$ cat src/rtl/lsu_pkg.sv
// Shared definitions for the load/store bus bridge.
//   lsu_state_e : bridge FSM encoding (IDLE, REQ, WAIT, DONE)
//   LS_*        : funct3 access size/sign codes
//   TO_CNT_W    : width of the bus timeout counter
package lsu_pkg;

  typedef enum logic [1:0] {
    ST_IDLE = 2'd0,
    ST_REQ  = 2'd1,
    ST_WAIT = 2'd2,
    ST_DONE = 2'd3
  } lsu_state_e;

  localparam logic [2:0] LS_B  = 3'b000;
  localparam logic [2:0] LS_H  = 3'b001;
  localparam logic [2:0] LS_W  = 3'b010;
  localparam logic [2:0] LS_BU = 3'b100;
  localparam logic [2:0] LS_HU = 3'b101;

  localparam int TO_CNT_W = 16;

endpackage

$ cat src/rtl/lsu_align.sv
// Byte-lane alignment for the load/store bridge (purely combinational).
// Ports:
//   funct3_i  : access size/sign (funct3[1]=1 means word)
//   addr_lo_i : low two byte-address bits
//   wdata_i   : right-aligned store data
//   rword_i   : bus read word
//   be_o      : byte enables
//   wdata_o   : lane-replicated store data
//   rdata_o   : selected and sign/zero-extended load result
module lsu_align
  import lsu_pkg::*;
(
  input  logic [2:0]  funct3_i,
  input  logic [1:0]  addr_lo_i,
  input  logic [31:0] wdata_i,
  input  logic [31:0] rword_i,
  output logic [3:0]  be_o,
  output logic [31:0] wdata_o,
  output logic [31:0] rdata_o
);

  logic [7:0]  byte_sel;
  logic [15:0] half_sel;

  always_comb begin
    byte_sel = rword_i[{addr_lo_i, 3'b000} +: 8];
    // half accesses ignore addr[0]
    half_sel = rword_i[{addr_lo_i[1], 4'b0000} +: 16];
    be_o     = 4'b1111;
    wdata_o  = wdata_i;
    rdata_o  = rword_i;
    case (funct3_i[1:0])
      LS_B[1:0]: begin
        be_o    = 4'b0001 << addr_lo_i;
        wdata_o = {4{wdata_i[7:0]}};
        rdata_o = (funct3_i == LS_BU) ? {24'h000000, byte_sel}
                                      : {{24{byte_sel[7]}}, byte_sel};
      end
      LS_H[1:0]: begin
        be_o    = 4'b0011 << {addr_lo_i[1], 1'b0};
        wdata_o = {2{wdata_i[15:0]}};
        rdata_o = (funct3_i == LS_HU) ? {16'h0000, half_sel}
                                      : {{16{half_sel[15]}}, half_sel};
      end
      default: ;  // 010/011/11x are word accesses
    endcase
  end

endmodule

$ cat src/rtl/lsu_bus_bridge.sv
// Load/store bridge between EX/MEM and a req/gnt/rvalid data bus.
// Optional feature macro: LSU_MISALIGN_TRAP_EN (misaligned half/word accesses
// skip the bus, pulse err and return rdata=0).
// Ports:
//   clk, rst (async, active-low), enable (global freeze when low)
//   mem_rd, mem_wr, funct3, addr, wdata : access from EX/MEM (rd has priority)
//   rdata  : registered, extended load result (valid in DONE)
//   stall  : pipeline freeze while an access is pending
//   err    : one-cycle pulse on timeout / misalignment trap
//   bus_req, bus_we, bus_addr, bus_be, bus_wdata : registered bus request
//   bus_gnt, bus_rvalid, bus_rdata              : bus responses
module lsu_bus_bridge
  import lsu_pkg::*;
#(
  parameter int TIMEOUT = 255
) (
  input  logic        clk,
  input  logic        rst,
  input  logic        enable,
  input  logic        mem_rd,
  input  logic        mem_wr,
  input  logic [2:0]  funct3,
  input  logic [31:0] addr,
  input  logic [31:0] wdata,
  output logic [31:0] rdata,
  output logic        stall,
  output logic        err,
  output logic        bus_req,
  output logic        bus_we,
  output logic [31:0] bus_addr,
  output logic [3:0]  bus_be,
  output logic [31:0] bus_wdata,
  input  logic        bus_gnt,
  input  logic        bus_rvalid,
  input  logic [31:0] bus_rdata
);

  localparam logic [TO_CNT_W-1:0] TMO_LAST = TO_CNT_W'(TIMEOUT - 1);

  lsu_state_e          state_q, state_d;
  logic [TO_CNT_W-1:0] cnt_q, cnt_d;
  logic                we_q, we_d;
  logic [2:0]          f3_q, f3_d;
  logic [1:0]          alo_q, alo_d;
  logic                bus_req_q, bus_req_d;
  logic                bus_we_q, bus_we_d;
  logic [31:0]         bus_addr_q, bus_addr_d;
  logic [3:0]          bus_be_q, bus_be_d;
  logic [31:0]         bus_wdata_q, bus_wdata_d;
  logic [31:0]         rdata_q, rdata_d;
  logic                err_q, err_d;

  logic [2:0]          al_f3;
  logic [1:0]          al_alo;
  logic [3:0]          al_be;
  logic [31:0]         al_wdata;
  logic [31:0]         al_rdata;
  logic                access;
  logic                misalign;
  logic                fin;

  // One aligner serves both directions: live inputs while issuing from IDLE,
  // the latched access while waiting for read data.
  assign al_f3  = (state_q == ST_IDLE) ? funct3 : f3_q;
  assign al_alo = (state_q == ST_IDLE) ? addr[1:0] : alo_q;

  lsu_align u_align (
    .funct3_i  (al_f3),
    .addr_lo_i (al_alo),
    .wdata_i   (wdata),
    .rword_i   (bus_rdata),
    .be_o      (al_be),
    .wdata_o   (al_wdata),
    .rdata_o   (al_rdata)
  );

  assign access = mem_rd | mem_wr;

`ifdef LSU_MISALIGN_TRAP_EN
  assign misalign = (funct3[1] & (addr[1:0] != 2'b00)) |
                    ((funct3[1:0] == 2'b01) & addr[0]);
`else
  assign misalign = 1'b0;
`endif

  // Read completes on gnt+rvalid in REQ or rvalid in WAIT; writes on gnt.
  assign fin = ((state_q == ST_REQ) & bus_gnt & (we_q | bus_rvalid)) |
               ((state_q == ST_WAIT) & bus_rvalid);

  always_comb begin
    state_d     = state_q;
    cnt_d       = cnt_q;
    we_d        = we_q;
    f3_d        = f3_q;
    alo_d       = alo_q;
    bus_req_d   = bus_req_q;
    bus_we_d    = bus_we_q;
    bus_addr_d  = bus_addr_q;
    bus_be_d    = bus_be_q;
    bus_wdata_d = bus_wdata_q;
    rdata_d     = rdata_q;
    err_d       = err_q;
    if (enable) begin
      err_d = 1'b0;
      unique case (state_q)
        ST_IDLE: begin
          if (access) begin
            we_d  = ~mem_rd;
            f3_d  = funct3;
            alo_d = addr[1:0];
            if (misalign) begin
              state_d = ST_DONE;
              err_d   = 1'b1;
              rdata_d = 32'h0;
            end else begin
              state_d     = ST_REQ;
              cnt_d       = '0;
              bus_req_d   = 1'b1;
              bus_we_d    = ~mem_rd;
              bus_addr_d  = {addr[31:2], 2'b00};
              bus_be_d    = al_be;
              bus_wdata_d = al_wdata;
            end
          end
        end
        ST_REQ, ST_WAIT: begin
          if (fin) begin
            state_d   = ST_DONE;
            bus_req_d = 1'b0;
            if (!we_q) rdata_d = al_rdata;
          end else if (cnt_q == TMO_LAST) begin
            state_d   = ST_DONE;
            bus_req_d = 1'b0;
            err_d     = 1'b1;
            rdata_d   = 32'h0;
          end else begin
            cnt_d = cnt_q + 1'b1;
            if ((state_q == ST_REQ) && bus_gnt) begin
              state_d   = ST_WAIT;
              bus_req_d = 1'b0;
            end
          end
        end
        ST_DONE: state_d = ST_IDLE;
      endcase
    end
  end

  always_ff @(posedge clk or negedge rst) begin
    if (!rst) begin
      state_q     <= ST_IDLE;
      cnt_q       <= '0;
      we_q        <= 1'b0;
      f3_q        <= 3'b000;
      alo_q       <= 2'b00;
      bus_req_q   <= 1'b0;
      bus_we_q    <= 1'b0;
      bus_addr_q  <= 32'h0;
      bus_be_q    <= 4'h0;
      bus_wdata_q <= 32'h0;
      rdata_q     <= 32'h0;
      err_q       <= 1'b0;
    end else begin
      state_q     <= state_d;
      cnt_q       <= cnt_d;
      we_q        <= we_d;
      f3_q        <= f3_d;
      alo_q       <= alo_d;
      bus_req_q   <= bus_req_d;
      bus_we_q    <= bus_we_d;
      bus_addr_q  <= bus_addr_d;
      bus_be_q    <= bus_be_d;
      bus_wdata_q <= bus_wdata_d;
      rdata_q     <= rdata_d;
      err_q       <= err_d;
    end
  end

  // stall is combinational, so it is gated by rst to read 0 during reset.
  assign stall = rst & (((state_q == ST_IDLE) & enable & access) |
                        (state_q == ST_REQ) | (state_q == ST_WAIT));

  assign rdata     = rdata_q;
  assign err       = err_q;
  assign bus_req   = bus_req_q;
  assign bus_we    = bus_we_q;
  assign bus_addr  = bus_addr_q;
  assign bus_be    = bus_be_q;
  assign bus_wdata = bus_wdata_q;

endmodule

$ cat config.mk
export PLATFORM = sky130hd
export DESIGN_NAME = lsu_bus_bridge
export DESIGN_NICKNAME = d
export VERILOG_FILES = /design/src/rtl/lsu_pkg.sv /design/src/rtl/lsu_align.sv /design/src/rtl/lsu_bus_bridge.sv
export SDC_FILE = /design/constraint.sdc
export NUM_CORES = 1
export LEC_CHECK = 0
export ABC_AREA = 1
export BUFFER_PORTS_ARGS = -buffer_cell sky130_fd_sc_hd__buf_2
export CORE_MARGIN = 4
export CORE_UTILIZATION = 36
export DETAILED_ROUTE_END_ITERATION = 16
export PLACE_DENSITY = 0.72
export SLEW_MARGIN = 5
export SYNTH_ARGS = -nofsm -noshare
export SYNTH_HDL_FRONTEND = slang
export SYNTH_HIERARCHICAL = 1
export SYNTH_SLANG_ARGS = --single-unit
$ cat constraint.sdc
create_clock -name clk -period 2.2 [get_ports clk]
set_input_delay 0.44 -clock clk [delete_from_list [all_inputs] [get_ports clk]]
set_output_delay 0.44 -clock clk [all_outputs]
set_load 0.02 [all_outputs]
==> run_results.csv, run 1 <==
group,metric,value,unit
power_and_ir_drop,p_per_area,1609,nW/µm²
route,drc,0,
floorplan,start_util,36.84,%
clocking,cts_buffers,17,
worst_setup_path,cp_data_required_time,1760,ps
clocking,path_clk_slew,60,ps
global_route,grt_use_total,17.31,%
logic_synthesis,synth_seq_cells,124,
timing,relSlewSlack,54.27,%
route,dr.pass1.iters,5,
route,vias,5862,
floorplan,rows,49,
clocking,htreeDepth,4,
logic_synthesis,syn_area,6663,µm²
global_route,grt_pass1_vias,5640,
place,gp_congestion,0.9159,
layout,final_nets,1092,
logic_synthesis,ys_warn_count,6,
route,routed_wl,18230,µm
clocking,cts_tree,"built",
outcome,status,"complete, no violations",
timing,maxSlewViolCount,0,
floorplan,io_pins,210,
global_route,gr-total-overflow,0,
logic_synthesis,avgSynthCellArea,8.630,µm²
floorplan,die_area,20750,µm²
timing,fin_tns_setup,0,ps
layout,final_cell_mix,"nand2_1 (302), buf_2 (205), dfrtp_1 (124)",
timing,fmax,0.4822,GHz
clocking,clock_latency,410,ps
worst_setup_path,reg2regPathDepth,16,
logic_synthesis,ys_types,35,
power_and_ir_drop,p_leak,0.004753,µW
clocking,cts_root_buf,"clkbuf_16",
clocking,clock-sinks,124,
worst_setup_path,reg2reg_from,"state_q[0]",
timing,finalCritPeriodShare,94.27,%
logic_synthesis,synthFlopType,"dfrtp_1",
floorplan,core_area,18090,µm²
worst_setup_path,r2r_end,"rdata[16]",
power_and_ir_drop,total_power,13970,µW
worst_setup_path,endpoint_kind,"output pin",
logic_synthesis,synth-seq-area-share,46.57,%
worst_setup_path,crit_start,"state_q[1]",
timing,final-setup-viol-count,0,
layout,final_common_cell,"nand2_1",
route,ant_nets,0,
logic_synthesis,ys_async_sr_fraction,100.0,%
floorplan,die_h,144.0,µm
flow_run,maxCapViolations,0,
logic_synthesis,synth_edf_count,0,
worst_setup_path,crit_arrival,1630,ps
route,drt-initial-drc-count,430,
timing,fin_ws,126.0,ps
route,wl_per_cell,14.93,µm
logic_synthesis,netlist_instances,772,
layout,diodes,0,
worst_setup_path,crit_path_end,"stall",
worst_setup_path,worstSetupStartpointType,"flop",
layout,layout-drive-gt1-share,38.41,%
worst_setup_path,r2r_setup_slack,170,ps
clocking,clk_path_buf_depth,2,
route,vias_per_cell,4.801,
timing,period_needed,2074,ps
clocking,hold_buffers,0,
timing,timing.final.hold_violations,0,
timing,holdWs,168.2,ps
place,port_buffers,207,
power_and_ir_drop,irDropWorstVdd,0.0006770,V
place,place_hpwl,13040,µm
layout,layout-area-overhead-vs-synth,30.27,%
worst_setup_path,path_max_fanout,12,
floorplan,die_w,144.0,µm
global_route,antenna_found_initial,0,
timing,worst_pin_slew,685.9,ps
timing,finClkSkew,6.770,ps
place,pre_cts_slack,35.59,ps
timing,rsz0062_at_grt,"no",
global_route,grt_pass1_wl,28710,µm
global_route,grt_max_degree,125,
worst_setup_path,critPathKind,"reg -> out",
worst_hold_path,hold_path.class,"in -> async",
layout,fillCellCount,1708,
worst max-delay path, cell delays in order (launching register included):
cell,delay (ps)
dfrtp_1,390
inv_2,80
ha_4,160
inv_6,60
nor2_4,120
nand2_4,70
a31oi_1,180
buf_4,170
per-layer routing:
layer / share of wire [%] / track usage [%] / vias up
met1: 44 / 23.56 / 2758
met4: 1.1 / 4.063 / 0
met5: 0 / 0 / -
li1: - / - / 2871
met3: 7.3 / 4.464 / 17
met2: 47 / 27.85 / 216
worst min path at each step:
stage,start,cells past startpoint,endpoint,slack [ps]
6_report,rst,2,rdata[29],170
5_1_grt,rst,2,bus_addr[20],220
4_1_cts,rst,2,bus_addr[21],190
3_5_place_dp,rdata[9],2,rdata[9],450
3_3_place_gp,rdata[3],2,rdata[3],450
2_1_floorplan,rst,0,alo_q[0],140
Yosys cell counts (2+ instances only):
library cell / count / area (µm²)
nand2_1: 303 / 1137
dfrtp_1: 124 / 3103
mux2_2: 66 / 743.2
nand3_1: 66 / 330.3
inv_1: 40 / 150.1
nor2_1: 28 / 105.1
nand3_2: 21 / 210.2
o21ai_0: 20 / 100.1
buf_4: 16 / 120.1
buf_2: 15 / 75.07
inv_2: 9 / 33.78
nand2_2: 9 / 56.30
ha_1: 7 / 87.58
xor2_1: 7 / 61.31
buf_6: 6 / 67.56
a21oi_1: 4 / 20.02
o211ai_1: 4 / 30.03
clkbuf_1: 3 / 11.26
xnor2_1: 3 / 26.28
nand2_4: 2 / 22.52
nand3_4: 2 / 35.03
nand4_1: 2 / 12.51
nor2_2: 2 / 12.51
o21ai_1: 2 / 10.01
power by group:
part / switching (µW) / total [µW] / internal (µW)
sequential: 498 / 3750 / 3250
clock: 1040 / 3220 / 2180
combinational: 4340 / 7000 / 2660
per-stage QoR:
stage | utilization, % | std cells | area [µm²]
2_1_floorplan | - | 773 | 6666
3_3_place_gp | 43.86 | 1188 | 7933
3_5_place_dp | 43.86 | 1188 | 7933
4_1_cts | 47.62 | 1219 | 8612
5_1_grt | 47.99 | 1221 | 8680
6_report | 47.99 | 1221 | 8680
registers in the layout (all words and copies together) (netlist names):
name       cells
rdata         32
f3_q           3
bus_req        1
bus_addr      30
state_q        2
cnt_q         16
alo_q          2
err            1
bus_we         1
bus_wdata     32
bus_be         4
kinds of logic after synthesis:
| group | after synthesis | synth area share [%] |
|---|---|---|
| simple gates | 440 | 29.69 |
| flops | 124 | 46.57 |
| mux | 66 | 11.15 |
| compound gates | 34 | 2.967 |
| xor+xnor | 10 | 1.315 |
| buf+inv | 90 | 6.929 |
| other cells | 1 | 0.05628 |
| fa+ha+maj | 7 | 1.314 |
area by class of cell:
| class | instances | area [µm²] | area share (%) |
|---|---|---|---|
| multi-input combinational | 559 | 3144 | 36.23 |
| sequential | 124 | 3103 | 35.75 |
| timing repair buffer | 228 | 1282 | 14.78 |
| clock buffer | 21 | 460.4 | 5.305 |
| tap | 229 | 286.5 | 3.301 |
| clock inverter | 11 | 214.0 | 2.465 |
| inverter | 49 | 188.9 | 2.177 |
what timing repair did:
item | 4_1_cts | 5_1_grt
pin swaps | 2 | 0
endpoints found under the hold margin | 0 | 0
setup buffers | 0 | 1
setup endpoints to repair | 1 | 33
cloned | 0 | 1
gates resized for setup | 7 | 8
Power figures use the tool's default switching activity.
==> inputs of run 2 (changes only) <==
Settings changed: CORE_UTILIZATION 36 to 45, PLACE_DENSITY 0.72 to 0.85.
==> run 2 against run 1 <==
Against the previous run: worst hold slack got worse by 98 ps; non-clock buffer count rose by 3; first-iteration DRC count rose by 12%; global-route usage rose by 3.9 points; final cell count fell by 3.3%; clock skew rose by 3.9 ps; total power fell by 1.9%; critical path depth rose by 1; sequential power barely moved; fmax fell by 2.7%; clock-buffer cell count did not move; routed wire length fell by 0.91%; critical path type unchanged; largest power group unchanged.
==> run_results.csv, run 2 (synthesis gave the netlist of run 1 again) <==
group,metric,value,unit
worst_setup_path,path_delay_family,"buffers and inverters",
route,routed_wl,18070,µm
worst_setup_path,cp_cell_sequence,"inv_2, ha_4, inv_2, buf_6, nor2_4, nand2_4, a31oi_4, buf_6",
floorplan,die_area,16820,µm²
worst_setup_path,critPathKind,"reg -> out",
global_route,gr-total-overflow,0,
route,ant_nets,0,
route,dr.pass1.iters,5,
route,vias,6047,
floorplan,io_pins,210,
floorplan,rows,44,
power_and_ir_drop,p_leak,0.004709,µW
worst_setup_path,cpPeakStageDelay,390,ps
route,drc,0,
worst_setup_path,cpMaxStageDelayCell,"dfrtp_1",
timing,finClkSkew,10.67,ps
route,drt-initial-drc-count,480,
timing,timing.final.hold_violations,0,
outcome,status,"complete, no violations",
clocking,path_clk_slew,50,ps
floorplan,die_h,129.7,µm
worst_setup_path,endpoint_kind,"output pin",
worst_setup_path,crit_arrival,1690,ps
floorplan,core_area,14530,µm²
layout,final_nets,1096,
worst_setup_path,path_max_fanout,7,
global_route,antenna_found_initial,1,
layout,layout-drive-gt1-share,38.76,%
layout,final_common_cell,"nand2_1",
clocking,clk_path_buf_depth,2,
worst_setup_path,cp_data_required_time,1760,ps
global_route,grt_use_total,21.25,%
timing,period_needed,2132,ps
timing,fmax,0.4691,GHz
layout,layout-area-overhead-vs-synth,28.56,%
global_route,grt_max_degree,125,
power_and_ir_drop,irDropWorstVdd,0.0007487,V
place,port_buffers,207,
clocking,cts_tree,"built",
timing,finalCritPeriodShare,96.90,%
timing,relSlewSlack,50.96,%
worst_hold_path,hold_path.class,"in -> async",
timing,worst_pin_slew,735.5,ps
route,vias_per_cell,5.120,
worst_setup_path,worstSetupStartpointType,"flop",
global_route,grt_pass1_wl,28300,µm
place,place_hpwl,12810,µm
global_route,grt_pass1_vias,5796,
clocking,cts_root_buf,"clkbuf_16",
clocking,htreeDepth,4,
clocking,clock-sinks,124,
route,wl_per_cell,15.30,µm
floorplan,die_w,129.7,µm
power_and_ir_drop,total_power,13710,µW
layout,final_util,58.94,%
worst_setup_path,cp_num_buf_inv,4,
clocking,clock_latency,420,ps
layout,final_cell_mix,"nand2_1 (302), buf_2 (205), dfrtp_1 (124)",
floorplan,start_util,45.84,%
timing,fin_tns_setup,0,ps
timing,maxSlewViolCount,0,
flow_run,maxCapViolations,0,
clocking,cts_buffers,17,
power_and_ir_drop,p_per_area,1600,nW/µm²
place,gp_congestion,0.8926,
timing,final-setup-viol-count,0,
==> run 2: changes by cell type in the layout (fill, tap and decap cells not counted), sizes merged <==
cell / previous run / this run
buf: 227 / 231
bufinv: 6 / 3
clkbuf: 22 / 21
clkinvlp: 2 / 5
diode: 0 / 1
nand3: 89 / 90
==> run 2: what timing repair did <==
item / CTS / global route
setup buffers: 2 / 4
setup endpoints to repair: 27 / 27
pin swaps: 2 / 3
gates resized for setup: 12 / 3
cloned: 0 / 1
hold buffers: 0 / 0
==> run 2: path summary, 6_finish.rpt <==
| kind | from | to | slack (ps) | cells after the start |
|---|---|---|---|---|
| worst max-delay path | state_q[0] | stall | 70 | 8 |
| worst min-delay path | rst | bus_addr[21] | 70 | 2 |
| worst max register to register | state_q[0] | rdata[20] | 130 | 11 |
| worst min register to register | rdata[3] | rdata[3] | 470 | 2 |
| max in group asynchronous | rst | rdata[20] | 1510 | 2 |
| min in group clk | addr[26] | bus_addr[26] | 250 | 2 |
==> run 2: layout make-up <==
type	count	area, µm²
Clock inverter	11	142.6
Tap cell	184	230.2
Multi-Input combinational cell	560	3177
Inverter	49	183.9
Fill cell	1304	5968
Sequential cell	124	3103
Timing Repair Buffer	231	1266
Clock buffer	21	460.4
Antenna cell	1	2.502
==> run 2: routing by layer <==
| layer | up-vias | track usage (%) | wire, µm | part of all wire [%] |
|---|---|---|---|---|
| li1 | 2897 | - | - | - |
| met1 | 2870 | 28.37 | 7583 | 42 |
| met2 | 262 | 33.48 | 8789 | 49 |
| met3 | 18 | 6.760 | 1481 | 8.2 |
| met4 | 0 | 5.990 | 211 | 1.2 |
| met5 | - | 0 | 0 | 0 |
==> run 2: report_power, final <==
group / internal (µW) / leakage [µW] / switching (µW) / total (µW)
Clock: 1830 / 0.000281 / 1020 / 2850
Sequential: 3250 / 0.00155 / 519 / 3770
Combinational: 2630 / 0.00288 / 4460 / 7090
==> run 2: per-stage QoR <==
step | hold slack (ps) | worst slack (ps) | cell area [µm²] | cells
after floorplan | 144.4 | 51.68 | 6666 | 773
after global placement | 449.4 | -38.80 | 7849 | 1141
after detailed placement | 454.0 | -239.2 | 7849 | 1141
after CTS | 179.1 | 1.123 | 8512 | 1175
after global routing | 194.9 | -14.54 | 8566 | 1181
final | 70.63 | 68.09 | 8566 | 1181
